`config.mk`:
```
export PLATFORM = sky130hd
export DESIGN_NAME = lsu_mem_ctrl
export DESIGN_NICKNAME = d
export VERILOG_FILES = /design/src/rtl/lsu_mem_ctrl.sv
export SDC_FILE = /design/constraint.sdc
export NUM_CORES = 1
export LEC_CHECK = 0
export CORE_ASPECT_RATIO = 0.7
export CORE_MARGIN = 2
export CORE_UTILIZATION = 30
export CTS_BUF_LIST = sky130_fd_sc_hd__clkbuf_8
export DETAILED_ROUTE_END_ITERATION = 16
export PLACE_DENSITY = 0.59
export SYNTH_ARGS = -nofsm -noshare
export SYNTH_HDL_FRONTEND = slang
export SYNTH_SLANG_ARGS = --single-unit
```
`constraint.sdc`:
```
create_clock -name clk -period 3.1 [get_ports clk]
set_input_delay 0.465 -clock clk [delete_from_list [all_inputs] [get_ports clk]]
set_output_delay 0.465 -clock clk [all_outputs]
set_load 0.005 [all_outputs]
```
`src/rtl/lsu_mem_ctrl.sv`:
```
// lsu_mem_ctrl: load/store initiator between the core memory stage and a
// byte-addressed data memory with a combinational read port.
// - Aligned accesses are issued as a single memory cycle.
// - Misaligned halfword/word accesses are either split into byte cycles
//   or rejected with resp_err, depending on SPLIT_EN.
// - Every completion, including errors, is reported by a one-cycle
//   registered resp_valid pulse.
module lsu_mem_ctrl #(
  parameter bit          SPLIT_EN  = 1'b1,
  parameter logic [31:0] BASE_MASK = 32'h0FFF_FFFF
) (
  input  logic        clk,
  input  logic        rst_n,
  input  logic        req_valid,
  output logic        req_ready,
  input  logic        req_we,
  input  logic [2:0]  req_size,
  input  logic [31:0] req_addr,
  input  logic [31:0] req_wdata,
  output logic        resp_valid,
  output logic [31:0] resp_rdata,
  output logic        resp_err,
  output logic [31:0] mem_addr,
  output logic [31:0] mem_wData,
  output logic [2:0]  mem_size,
  output logic        mem_wEn,
  input  logic [31:0] mem_rData
);

  // funct3 size encodings, shared by the request and memory ports
  localparam logic [2:0] SZ_B  = 3'b000;
  localparam logic [2:0] SZ_H  = 3'b001;
  localparam logic [2:0] SZ_W  = 3'b010;
  localparam logic [2:0] SZ_BU = 3'b100;
  localparam logic [2:0] SZ_HU = 3'b101;

  typedef enum logic [1:0] {
    S_IDLE,
    S_ACC,
    S_SPLIT,
    S_RESP
  } state_t;

  state_t      state;

  // Captured request
  logic        we_q;
  logic [2:0]  size_q;
  logic [31:0] addr_q;
  logic [31:0] wdata_q;

  // Split access bookkeeping: current byte index, final byte index and
  // the little-endian load assembly buffer
  logic [1:0]  k_q;
  logic [1:0]  k_last_q;
  logic [31:0] asm_q;

  // Request decode
  logic        req_legal;
  logic        req_misal;
  logic        req_go_err;
  logic        req_go_split;
  logic [1:0]  req_k_last;

  // Split datapath
  logic [1:0]  k_next;
  logic [31:0] split_addr_next;
  logic [7:0]  wbyte_next;
  logic [31:0] asm_cur;
  logic [31:0] split_rdata;

  // Classify the incoming request: legal size, alignment and route
  always_comb begin
    // NOTE: every output of a combinational block gets a default before any
    // branch, so no path leaves it unassigned and no latch is inferred.
    req_legal    = 1'b0;
    req_misal    = 1'b0;
    req_k_last   = 2'd1;
    req_go_err   = 1'b0;
    req_go_split = 1'b0;

    case (req_size)
      SZ_B, SZ_H, SZ_W: req_legal = 1'b1;
      SZ_BU, SZ_HU:     req_legal = !req_we;
      default:          req_legal = 1'b0;
    endcase

    // Only halfword (x01) and word (010) sizes can be misaligned; other
    // x10 codes are already illegal.
    case (req_size[1:0])
      2'b01:   req_misal = req_addr[0];
      2'b10:   req_misal = |req_addr[1:0];
      default: req_misal = 1'b0;
    endcase

    if (req_size[1:0] == 2'b10) req_k_last = 2'd3;

    req_go_err   = !req_legal || (req_misal && !SPLIT_EN);
    req_go_split = req_legal && req_misal && SPLIT_EN;
  end

  // Next byte of a split access and the load value assembled so far
  always_comb begin
    k_next          = k_q + 2'd1;
    split_addr_next = (addr_q + {30'd0, k_next}) & BASE_MASK;

    case (k_next)
      2'd0:    wbyte_next = wdata_q[7:0];
      2'd1:    wbyte_next = wdata_q[15:8];
      2'd2:    wbyte_next = wdata_q[23:16];
      default: wbyte_next = wdata_q[31:24];
    endcase

    // Merge the byte returned this cycle into the assembly buffer
    asm_cur = asm_q;
    case (k_q)
      2'd0:    asm_cur[7:0]   = mem_rData[7:0];
      2'd1:    asm_cur[15:8]  = mem_rData[7:0];
      2'd2:    asm_cur[23:16] = mem_rData[7:0];
      default: asm_cur[31:24] = mem_rData[7:0];
    endcase

    // Only H/HU/W reach the split path; size bit 2 selects zero extension
    if (k_last_q == 2'd3) begin
      split_rdata = asm_cur;
    end else if (size_q[2]) begin
      split_rdata = {16'd0, asm_cur[15:0]};
    end else begin
      split_rdata = {{16{asm_cur[15]}}, asm_cur[15:0]};
    end
  end

  // Control FSM; all handshake and memory-port outputs are registered
  always_ff @(posedge clk or negedge rst_n) begin
    if (!rst_n) begin
      state      <= S_IDLE;
      req_ready  <= 1'b0;
      resp_valid <= 1'b0;
      resp_rdata <= 32'd0;
      resp_err   <= 1'b0;
      mem_addr   <= 32'd0;
      mem_wData  <= 32'd0;
      mem_size   <= SZ_BU;
      mem_wEn    <= 1'b0;
      we_q       <= 1'b0;
      size_q     <= SZ_B;
      addr_q     <= 32'd0;
      wdata_q    <= 32'd0;
      k_q        <= 2'd0;
      k_last_q   <= 2'd0;
      asm_q      <= 32'd0;
    end else begin
      // NOTE: sequential state uses non-blocking assignments only, so these
      // idle defaults are safely overridden by the state-specific ones below.
      resp_valid <= 1'b0;
      mem_addr   <= 32'd0;
      mem_wData  <= 32'd0;
      mem_size   <= SZ_BU;
      mem_wEn    <= 1'b0;

      case (state)
        S_IDLE: begin
          // Ready rises one cycle after reset release and stays up in IDLE
          req_ready <= 1'b1;
          if (req_valid && req_ready) begin
            req_ready <= 1'b0;
            we_q      <= req_we;
            size_q    <= req_size;
            addr_q    <= req_addr;
            wdata_q   <= req_wdata;
            k_q       <= 2'd0;
            k_last_q  <= req_k_last;
            asm_q     <= 32'd0;
            if (req_go_err) begin
              state      <= S_RESP;
              resp_valid <= 1'b1;
              resp_err   <= 1'b1;
              resp_rdata <= 32'd0;
            end else if (req_go_split) begin
              // Byte 0 of the split access goes out immediately
              state     <= S_SPLIT;
              mem_addr  <= req_addr & BASE_MASK;
              mem_size  <= req_we ? SZ_B : SZ_BU;
              mem_wData <= {24'd0, req_wdata[7:0]};
              mem_wEn   <= req_we;
            end else begin
              state     <= S_ACC;
              mem_addr  <= req_addr & BASE_MASK;
              mem_size  <= req_size;
              mem_wData <= req_wdata;
              mem_wEn   <= req_we;
            end
          end
        end

        S_ACC: begin
          // The memory already extends the load, so take rData as-is
          state      <= S_RESP;
          resp_valid <= 1'b1;
          resp_err   <= 1'b0;
          resp_rdata <= we_q ? 32'd0 : mem_rData;
        end

        S_SPLIT: begin
          asm_q <= asm_cur;
          if (k_q == k_last_q) begin
            state      <= S_RESP;
            resp_valid <= 1'b1;
            resp_err   <= 1'b0;
            resp_rdata <= we_q ? 32'd0 : split_rdata;
          end else begin
            k_q       <= k_next;
            mem_addr  <= split_addr_next;
            mem_size  <= we_q ? SZ_B : SZ_BU;
            mem_wData <= {24'd0, wbyte_next};
            mem_wEn   <= we_q;
          end
        end

        S_RESP: begin
          state     <= S_IDLE;
          req_ready <= 1'b1;
        end

        default: begin
          state     <= S_IDLE;
          req_ready <= 1'b0;
        end
      endcase
    end
  end

endmodule

```
==> key figures, run 1 <==
Outcome
  • Status: finished, final reports clean

Final layout
  • Share of layout cells above drive strength 1: 0.07271
  • # fillers: 2,942
  • Cell area after layout: 11,840 um2
  • Area Growth Syn to Fin: 31.08%
  • # nets final: 1,222
  • Core Util, Final: 0.3968

Floorplan
  • Die Ht: 149.2 um
  • Initial Util: 0.3027
  • Die footprint: 31,530 um2
  • Core Footprint: 29,840 um2
  • Site row count: 53
  • # IOs: between 200 and 250
  • Die W: 211.4 um

Hold path
  • Type of the most critical hold path: reg -> reg

Worst setup path
  • Crit-path cells: inv_1, ha_1, inv_1, fa_1, nor2b_1, and3_1, nand4_1, xor2_1, o22ai_1
  • Setup crit start kind: flop
  • Worst Path Class, Setup: reg -> reg
  • Top cell by count, worst path: inv_1
  • Buffers & Inverters on Critical Path: 2
  • Arr. time, crit path: roughly 3.0 ns
  • Required @ worst endpoint: 3.45 ns
  • Crit end category: flop
  • CP max stage cell: and3_1
  • Top delay family on crit path: simple AND/OR/NAND/NOR gates
  • Critical Path Fanout Max: 10
  • Crit-path max cell delay: just under 0.5 ns

Clock tree
  • H-tree levels: 4
  • Later-pin clock latency in the skew report: 0.48 ns
  • CTS Buf Count: 17
  • Root buffer cell: clkbuf_8
  • CTS tree: built
  • # Post-CTS Setup Buffers: 0
  • Clk sinks: 199
  • Clk slew on worst S/H paths: 0.11 ns
  • Clk buf depth: 2

Yosys
  • Distinct cell type count after synthesis: 46
  • Register area share after synthesis: 0.5515
  • Mean area per synthesized cell: 9.640 um2
  • Post-synth ARST share: 1.000
  • Post-Syn Instances: 937
  • Mapped Area: 9032 um2
  • Synth Flop Type: dfrtp_1
  • Post-synthesis register bit count: slightly below 200
  • Number of synthesis warnings: 0
  • Post-synth EDFFs: 0

Detailed routing
  • Post-Route WL: 26,670 um
  • Initial DRC Count: 679
  • Post-route ant nets: 0
  • Drt first pass iters: 5
  • Routed len/inst: 17.76 um
  • DRC viols: 0
  • Routed vias/inst: 4.915
  • Vias: 7,378

Pwr
  • Combinational share of power: 0.427
  • Final Power: 9.926 mW
  • Leakage: around 5.2 nW
  • Sequential Power Share: 0.395
  • Power density cells: 838.3 nW/um2
  • P_int: 5.911 mW
  • P_sw: 4.014 mW
  • Switch share: 0.4044
  • Peak supply drop: 0.5612 mV
  • Clk pwr share: 0.178

Flow run
  • Max Cap Viol: 0

STA
  • Slew HR: 0.4175
  • Final count of negative-setup-slack endpoints: 0
  • Clock Skew: between 0.015 and 0.02 ns
  • Tcrit/Tclk final: 0.8441
  • Hold slack: 0.4732 ns
  • Max frequency: 382.1 MHz
  • Worst-margin pin slew: 0.8738 ns
  • Final Hold Fails: 0
  • Final min period: 2.617 ns
  • Setup TNS Final: 0 ns
  • Max-slew violation count: 0
  • Unrepaired setup endpoints after global routing: false

Global routing
  • Largest net degree at the start of global routing: 89
  • Antenna violations before repair: 2
  • Gr usage total: 0.1717
  • GRT overflow: 0
  • Vias in the first global route: 7,302
  • First-pass GRT wire length: around 42,000 um

Placement
  • Port bufs: about 200
  • HPWL Detailed: 18,480 um
  • Gpl congestion: 0.7816
  • Area after DPL: 11,410 um2
metrics by stage:
step	setup WS, ns	instances
after floorplan	0.7397	940
after global placement	0.2502	1466
after detailed placement	0.1835	1466
after CTS	0.4354	1498
after global routing	0.2464	1501
final	0.4832	1501
cells in the mapped netlist, drive strengths merged (14+ instances only):
| library cell | number | area share |
|---|---|---|
| nand2 | 270 | 0.11 |
| dfrtp | 198 | 0.55 |
| clkbuf | 65 | 0.027 |
| o22ai | 35 | 0.024 |
| o21ai | 34 | 0.023 |
| a21oi | 31 | 0.017 |
| nor3 | 28 | 0.016 |
| a22oi | 24 | 0.020 |
| inv | 19 | 0.0079 |
| nand3 | 19 | 0.011 |
| a22o | 18 | 0.017 |
| o31ai | 18 | 0.015 |
| ha | 17 | 0.024 |
| mux2i | 16 | 0.018 |
| nor2 | 16 | 0.0066 |
| xor2 | 16 | 0.016 |
| buf | 14 | 0.0096 |
worst min-delay path, stage by stage, from the launching register on:
cell and delay [ns]:
dfrtp_1 0.35, nand2_1 0.05, nand2_1 0.05
per-layer routing:
metal,vias to the layer above,GRT usage,part of all wire
met1,3621,0.2568,0.50
li1,3534,-,-
met5,-,0,0
met2,206,0.2482,0.43
met3,17,0.03895,0.057
met4,0,0.04472,0.010
final cells by class:
class | count | area (um2) | share of cell area
timing repair buffer | 221 | 2208 | 0.1865
antenna | 2 | 5.005 | 0.0004227
clock buffer | 17 | 234.0 | 0.01976
clock inverter | 15 | 182.7 | 0.01543
tap | 385 | 481.7 | 0.04068
sequential | 199 | 4981 | 0.4207
inverter | 19 | 71.32 | 0.006023
multi-input combinational | 643 | 3676 | 0.3105
placed cells by master, fill, tap and decap left out, types with 17 or more instances in the layout:
master | Yosys | final
a21oi_1 | 31 | 30
a22o_1 | 18 | 18
a22oi_1 | 24 | 24
buf_4 | 4 | 19
clkbuf_8 | 0 | 18
clkdlybuf4s50_1 | 0 | 196
dfrtp_1 | 198 | 198
ha_1 | 17 | 17
inv_1 | 19 | 19
nand2_1 | 270 | 270
nand3_1 | 19 | 18
nor3_1 | 28 | 28
o21ai_0 | 24 | 24
o22ai_1 | 35 | 35
o31ai_1 | 18 | 18
path summary, 6_finish.rpt:
path | slack [ns] | endpoint | depth (start not counted) | start
worst min-delay path | 0.47 | asm_q[12] | 2 | asm_q[12]
max in group asynchronous | 1.64 | mem_wData[28] | 3 | rst_n
min in group asynchronous | 0.54 | mem_wData[8] | 2 | rst_n
worst max register to register | 0.48 | mem_addr[18] | 9 | k_q[1]
worst min register to register | 0.47 | asm_q[12] | 2 | asm_q[12]
worst max-delay path | 0.48 | mem_addr[18] | 9 | k_q[1]
sequential cells by signal (all words and copies together) (netlist names):
name and count:
addr_q 28, asm_q 32, k_last_q 2, k_q 2, mem_addr 28, mem_size 3, mem_wData 32, mem_wEn 1
req_ready 1, resp_err 1, resp_rdata 32, resp_valid 1, size_q 1, state 2, wdata_q 32, we_q 1
cell families after synthesis:
family          synth area share
xor+xnor                 0.02715
flops                     0.5515
simple gates              0.1787
compound gates            0.1431
other cells            0.0004152
mux                      0.02895
buf+inv                  0.04447
fa+ha+maj                0.02576
power groups by stage:
stage	logic, mW	registers, mW	clock network, mW
floorplan	2.65	3.97	0
detailed placement	4.29	3.97	0
global placement	4.22	3.96	0
global route	4.75	4.02	1.94
finish	4.24	3.92	1.76
CTS	4.31	3.93	1.85
what timing repair did:
action,in CTS,in global routing
resized for setup,0,0
hold endpoints to repair,0,4
hold buffers,0,1
(Power assumes the default switching activity.)
==> run 2, diff against run 1 <==
--- a/config.mk
+++ b/config.mk
@@ -10,7 +10,7 @@
 export CORE_UTILIZATION = 30
 export CTS_BUF_LIST = sky130_fd_sc_hd__clkbuf_8
 export DETAILED_ROUTE_END_ITERATION = 16
-export PLACE_DENSITY = 0.59
+export PLACE_DENSITY = 0.61
 export SYNTH_ARGS = -nofsm -noshare
 export SYNTH_HDL_FRONTEND = slang
 export SYNTH_SLANG_ARGS = --single-unit
==> constraint.sdc (replaced) <==
create_clock -name clk -period 2.2 [get_ports clk]
set_input_delay 0.33 -clock clk [delete_from_list [all_inputs] [get_ports clk]]
set_output_delay 0.33 -clock clk [all_outputs]
set_load 0.005 [all_outputs]
==> run 2 against run 1 <==
  * Clock-buffer cell count rose by 2
  * Cell count is 2.7% higher
  * Critical endpoint is now mem_addr[24]
  * Sequential share of layout area decreased by 1.6 points
==> key figures, run 2 (synthesis results as in run 1) <==
Worst setup path
  • Crit-path max cell delay: 0.43 ns
  • Buffers & Inverters on Critical Path: 5
  • Reg-to-reg slack, setup: just over 0.05 ns
  • Setup crit start kind: flop
  • Required @ worst endpoint: 2.55 ns
  • Crit end category: flop
  • Crit-path cells: inv_4, buf_6, ha_4, inv_2, fa_2, nor2b_2, and3_4, buf_12, buf_8, nand3_2, xnor2_1, o22ai_1
  • Arr. time, crit path: 2.49 ns
  • Top delay family on crit path: adder cells
  • Critical Path Fanout Max: 6
  • Worst Path Class, Setup: reg -> reg
  • CP max stage cell: dfrtp_2

STA
  • Final count of negative-setup-slack endpoints: 0
  • Final Hold Fails: 0
  • Worst-margin pin slew: 0.6461 ns
  • Final min period: 2.148 ns
  • Max-slew violation count: 0
  • Tcrit/Tclk final: 0.9765
  • Clock Skew: 0.01695 ns
  • Setup WS post-layout: 0.05161 ns
  • Unrepaired setup endpoints after global routing: true
  • Max frequency: between 400 and 500 MHz
  • Slew HR: 0.5684

Global routing
  • Largest net degree at the start of global routing: between 50 and 60
  • Gr usage total: 0.1759
  • Vias in the first global route: 7,677
  • First-pass GRT wire length: 42,920 um
  • GRT overflow: 0
  • Antenna violations before repair: 0

Clock tree
  • H-tree levels: 4
  • CTS tree: built
  • Clk sinks: between 150 and 200
  • CTS Buf Count: 17
  • Clk slew on worst S/H paths: about 0.11 ns
  • Clk buf depth: 2
  • Later-pin clock latency in the skew report: about 0.47 ns
  • Root buffer cell: clkbuf_8

Final layout
  • # diodes: 0
  • Area Growth Syn to Fin: 36.33%
  • # nets final: 1,264
  • Share of layout cells above drive strength 1: 0.1220
  • Reg area: 4984 um2
  • Most common cell after layout, fill and taps aside: nand2_1
  • Area of the multi-input gates: around 3800 um2
  • Most frequent cells in the layout: nand2_1, dfrtp_1, clkdlybuf4s50_1
  • # fillers: between 2,000 and 3,000

Placement
  • Dpl ws: -0.3459 ns
  • Port bufs: 197
  • Gpl congestion: 0.7956
  • HPWL Detailed: 19,520 um

Pwr
  • Power density cells: between 1000 and 1500 nW/um2
  • Leakage: approximately 5.5 nW
  • Final Power: approximately 15 mW
  • Peak supply drop: 0.5758 mV

Floorplan
  • Die Ht: ~150 um
  • Die footprint: 31,530 um2
  • Core Footprint: between 20,000 and 30,000 um2
  • # IOs: 206
  • Die W: between 200 and 250 um
  • Initial Util: 0.3027
  • Site row count: between 50 and 60

Detailed routing
  • Routed vias/inst: 4.937
  • Vias: 7,608
  • Drt first pass iters: 6
  • Initial DRC Count: 570
  • DRC viols: 0
  • Routed len/inst: 17.72 um
  • Post-Route WL: between 20,000 and 30,000 um
  • Post-route ant nets: 0

Hold path
  • Type of the most critical hold path: in -> reg

Flow run
  • Max Cap Viol: 0

Outcome
  • Status: finished, final reports clean
run 2: final timing paths:
path	depth (start not counted)	end	start
min in group asynchronous	2	wdata_q[18]	rst_n
setup reg to reg	12	mem_addr[24]	k_q[0]
setup / recovery	12	mem_addr[24]	k_q[0]
hold / removal	3	addr_q[6]	req_addr[6]
hold reg to reg	2	asm_q[9]	asm_q[9]
max in group asynchronous	3	mem_size[2]	rst_n
run 2: what timing repair did:
item / in CTS / in global routing
hold endpoints to repair: 46 / 0
setup endpoints to repair: 9 / 19
pin swaps: 1 / 10
setup buffers: 0 / 5
hold buffers: 1 / 0
resized for setup: 4 / 20
run 2: worst reg2reg max path, delay by kind of cell, from the launching register on:
family	cells	cell delay, ns
adders and majority gates	2	0.48
DFF	1	0.43
and+or+nand+nor	3	0.42
xor gates and xnor gates	1	0.15
buffers and inverters	5	0.45
AOI/OAI and AO/OA	1	0.08
run 2: metal layers:
layer  global-route usage  part of all wire  vias up
li1                     -                 -     3613
met1               0.2563              0.49     3760
met2               0.2617              0.44      212
met3              0.04547             0.062       23
met4              0.03944             0.014        0
met5                    0                 0        -
run 2: power breakdown:
group          internal, mW  total, mW  switching, mW
logic                  3.04       6.59           3.55
registers              4.82       5.61          0.785
clock network         0.904       2.37           1.47
run 2: metrics by stage:
step                      area [um2]  TNS (ns)  cells    util  hold WS (ns)
after floorplan                 9051         0    940       -       0.03441
after global placement         11750    -7.084   1503  0.3939        0.3337
after detailed placement       11750    -9.709   1503  0.3939        0.3335
after CTS                      12180         0   1536  0.4081        0.3600
after global routing           12310   -0.2175   1541  0.4127        0.3685
final                          12310         0   1541  0.4127        0.3979
run 2: layout make-up:
| cell class | count | share of cell area |
|---|---|---|
| Clock buffer | 19 | 0.02124 |
| Clock inverter | 13 | 0.01077 |
| Inverter | 19 | 0.005995 |
| Multi-Input combinational cell | 643 | 0.3070 |
| Sequential cell | 199 | 0.4047 |
| Tap cell | 385 | 0.03912 |
| Timing Repair Buffer | 263 | 0.2112 |
==> run 3, diff against run 2 <==
--- a/config.mk
+++ b/config.mk
@@ -10,7 +10,7 @@
 export CORE_UTILIZATION = 30
 export CTS_BUF_LIST = sky130_fd_sc_hd__clkbuf_8
 export DETAILED_ROUTE_END_ITERATION = 16
-export PLACE_DENSITY = 0.61
+export PLACE_DENSITY = 0.59
 export SYNTH_ARGS = -nofsm -noshare
 export SYNTH_HDL_FRONTEND = slang
 export SYNTH_SLANG_ARGS = --single-unit
==> constraint.sdc (replaced) <==
create_clock -name clk -period 2 [get_ports clk]
set_input_delay 0.3 -clock clk [delete_from_list [all_inputs] [get_ports clk]]
set_output_delay 0.3 -clock clk [all_outputs]
set_load 0.005 [all_outputs]
==> run 3 against run 2 <==
  * The flow now finishes with violations (negative setup slack)
  * Hold slack got worse by 0.15 ns
  * First-iteration DRC count fell by 15%
  * Die area did not move
  * Via count rose by 0.50%
  * Core utilization rose by 1.1 points
  * Cell count rose by 1.1%
  * Critical endpoint is now mem_addr[20]
  * Largest cell class unchanged
  * Largest power group unchanged
==> key figures, run 3 (synthesis results as in run 1) <==
Outcome
  • Status: finished, violations left
  • Failing checks: negative setup slack

STA
  • Final min period: 2.102 ns
  • Worst-margin pin slew: 0.5952 ns
  • Final count of negative-setup-slack endpoints: 14
  • Tcrit/Tclk final: 1.051
  • Max-slew violation count: 0
  • Unrepaired setup endpoints after global routing: true
  • Final Hold Fails: 0
  • Max frequency: roughly 480 MHz
  • Clock Skew: 0.02015 ns
  • Setup WS post-layout: -0.1021 ns
  • Hold slack: 0.2494 ns
  • Slew HR: 0.6032

Detailed routing
  • Initial DRC Count: 484
  • Post-Route WL: 27,190 um
  • Drt first pass iters: 5
  • Routed vias/inst: between 4 and 5
  • Vias: 7,646
  • Post-route ant nets: 0
  • DRC viols: 0
  • Routed len/inst: 17.45 um

Worst setup path
  • Crit-path cells: inv_4, ha_4, inv_4, fa_2, nor2b_2, and3_4, nand4_1, xor2_1, o22ai_1
  • Arr. time, crit path: ~2.5 ns
  • Crit-path max cell delay: 0.40 ns
  • Required @ worst endpoint: 2.39 ns
  • Critical Path Fanout Max: 9
  • Crit end category: flop
  • Buffers & Inverters on Critical Path: 2
  • Setup crit start kind: flop
  • Top cell by count, worst path: inv_4
  • CP Depth: 9
  • Top delay family on crit path: adder cells
  • Worst Path Class, Setup: reg -> reg
  • CP max stage cell: dfrtp_2
  • Worst R2R Path Depth: 9

Pwr
  • Peak supply drop: 0.7249 mV
  • Power density cells: 1316 nW/um2
  • Leakage: ~5.6 nW

Clock tree
  • CTS tree: built
  • H-tree levels: 4
  • Later-pin clock latency in the skew report: 0.48 ns
  • Clk buf depth: 2
  • Clk sinks: 199
  • Root buffer cell: clkbuf_8
  • Clk slew on worst S/H paths: 0.11 ns
  • CTS Buf Count: 17

Global routing
  • Gr usage total: 0.1756
  • Largest net degree at the start of global routing: 66
  • Antenna violations before repair: 0
  • First-pass GRT wire length: roughly 43,000 um
  • GRT overflow: 0
  • Vias in the first global route: 7,881

Final layout
  • Core Util, Final: 0.4236
  • # nets final: 1,280
  • # fillers: 2,879
  • Area Growth Syn to Fin: 39.94%
  • Most frequent cells in the layout: nand2_1, dfrtp_1, clkdlybuf4s50_1
  • Share of layout cells above drive strength 1: 0.1561
  • Most common cell after layout, fill and taps aside: nand2_1

Floorplan
  • Core Footprint: 29,840 um2
  • Initial Util: 0.3027
  • Die footprint: 31,530 um2
  • Die Ht: 149.2 um
  • Site row count: 53
  • Die W: 211.4 um
  • # IOs: 206

Flow run
  • Max Cap Viol: 0

Hold path
  • Type of the most critical hold path: in -> reg
  • Hold Path Cell Cnt: 4

Placement
  • HPWL Detailed: 19,440 um
  • Gpl congestion: between 0.8 and 0.9
  • Port bufs: slightly below 200
-- run 3: per-stage QoR --
stage / cell area (um2) / total power, mW / setup TNS, ns / setup slack (ns) / cells
2_1_floorplan: 9091 / 10.32 / -0.2883 / -0.06738 / 940
4_1_cts: 12480 / 16.54 / -1.020 / -0.1192 / 1555
6_report: 12640 / 16.64 / -0.6335 / -0.1021 / 1558
3_3_place_gp: 11950 / 13.53 / -18.77 / -0.4869 / 1518
3_5_place_dp: 11950 / 13.65 / -21.69 / -0.5682 / 1518
5_1_grt: 12640 / 17.91 / -2.078 / -0.1848 / 1557
-- run 3: metal layers --
| layer | GRT usage | vias up | part of all wire |
|---|---|---|---|
| met3 | 0.04168 | 15 | 0.055 |
| li1 | - | 3648 | - |
| met1 | 0.2589 | 3777 | 0.50 |
| met4 | 0.03803 | 0 | 0.0096 |
| met2 | 0.2609 | 206 | 0.43 |
| met5 | 0 | - | 0 |
-- run 3: final timing paths --
path                             start           end  slack [ns]
max                             k_q[0]  mem_addr[20]       -0.10
min                        req_size[0]   mem_size[0]        0.25
max reg2reg                     k_q[0]  mem_addr[20]       -0.10
min reg2reg                  asm_q[13]     asm_q[13]        0.48
max in group asynchronous        rst_n   mem_size[2]        0.95
min in group asynchronous        rst_n   wdata_q[14]        0.36
-- run 3: final cells by class --
| type | instances | area, um2 | area share |
|---|---|---|---|
| clock buffer | 17 | 234.0 | 0.01851 |
| clock inverter | 15 | 177.7 | 0.01406 |
| antenna | 1 | 2.502 | 0.0001980 |
| timing repair buffer | 279 | 2766 | 0.2189 |
| multi-input combinational | 643 | 3918 | 0.3099 |
| inverter | 19 | 76.32 | 0.006038 |
| sequential | 199 | 4984 | 0.3943 |
| tap | 385 | 481.7 | 0.03811 |
-- run 3: worst register-to-register path: stages, from the launching register on --
cell and delay, ns:
dfrtp_2 0.40, inv_4 0.05, ha_4 0.29, inv_4 0.04, fa_2 0.35, nor2b_2 0.14
and3_4 0.27, nand4_1 0.13, xor2_1 0.17, o22ai_1 0.18
-- run 3: what timing repair did --
| item | 4_1_cts | 5_1_grt |
|---|---|---|
| hold buffers | 1 | 0 |
| setup endpoints to repair | 35 | 55 |
| pin swaps | 10 | 13 |
| buffers inserted | 5 | 4 |
| gates resized for setup | 16 | 36 |
| hold endpoints to repair | 58 | 0 |
-- run 3: power by group --
part	leakage, nW	total, mW	switching [mW]	internal [mW]
combinational	2.76	7.71	4.04	3.67
sequential	2.64	6.21	0.898	5.31
clock	0.206	2.72	1.65	1.07
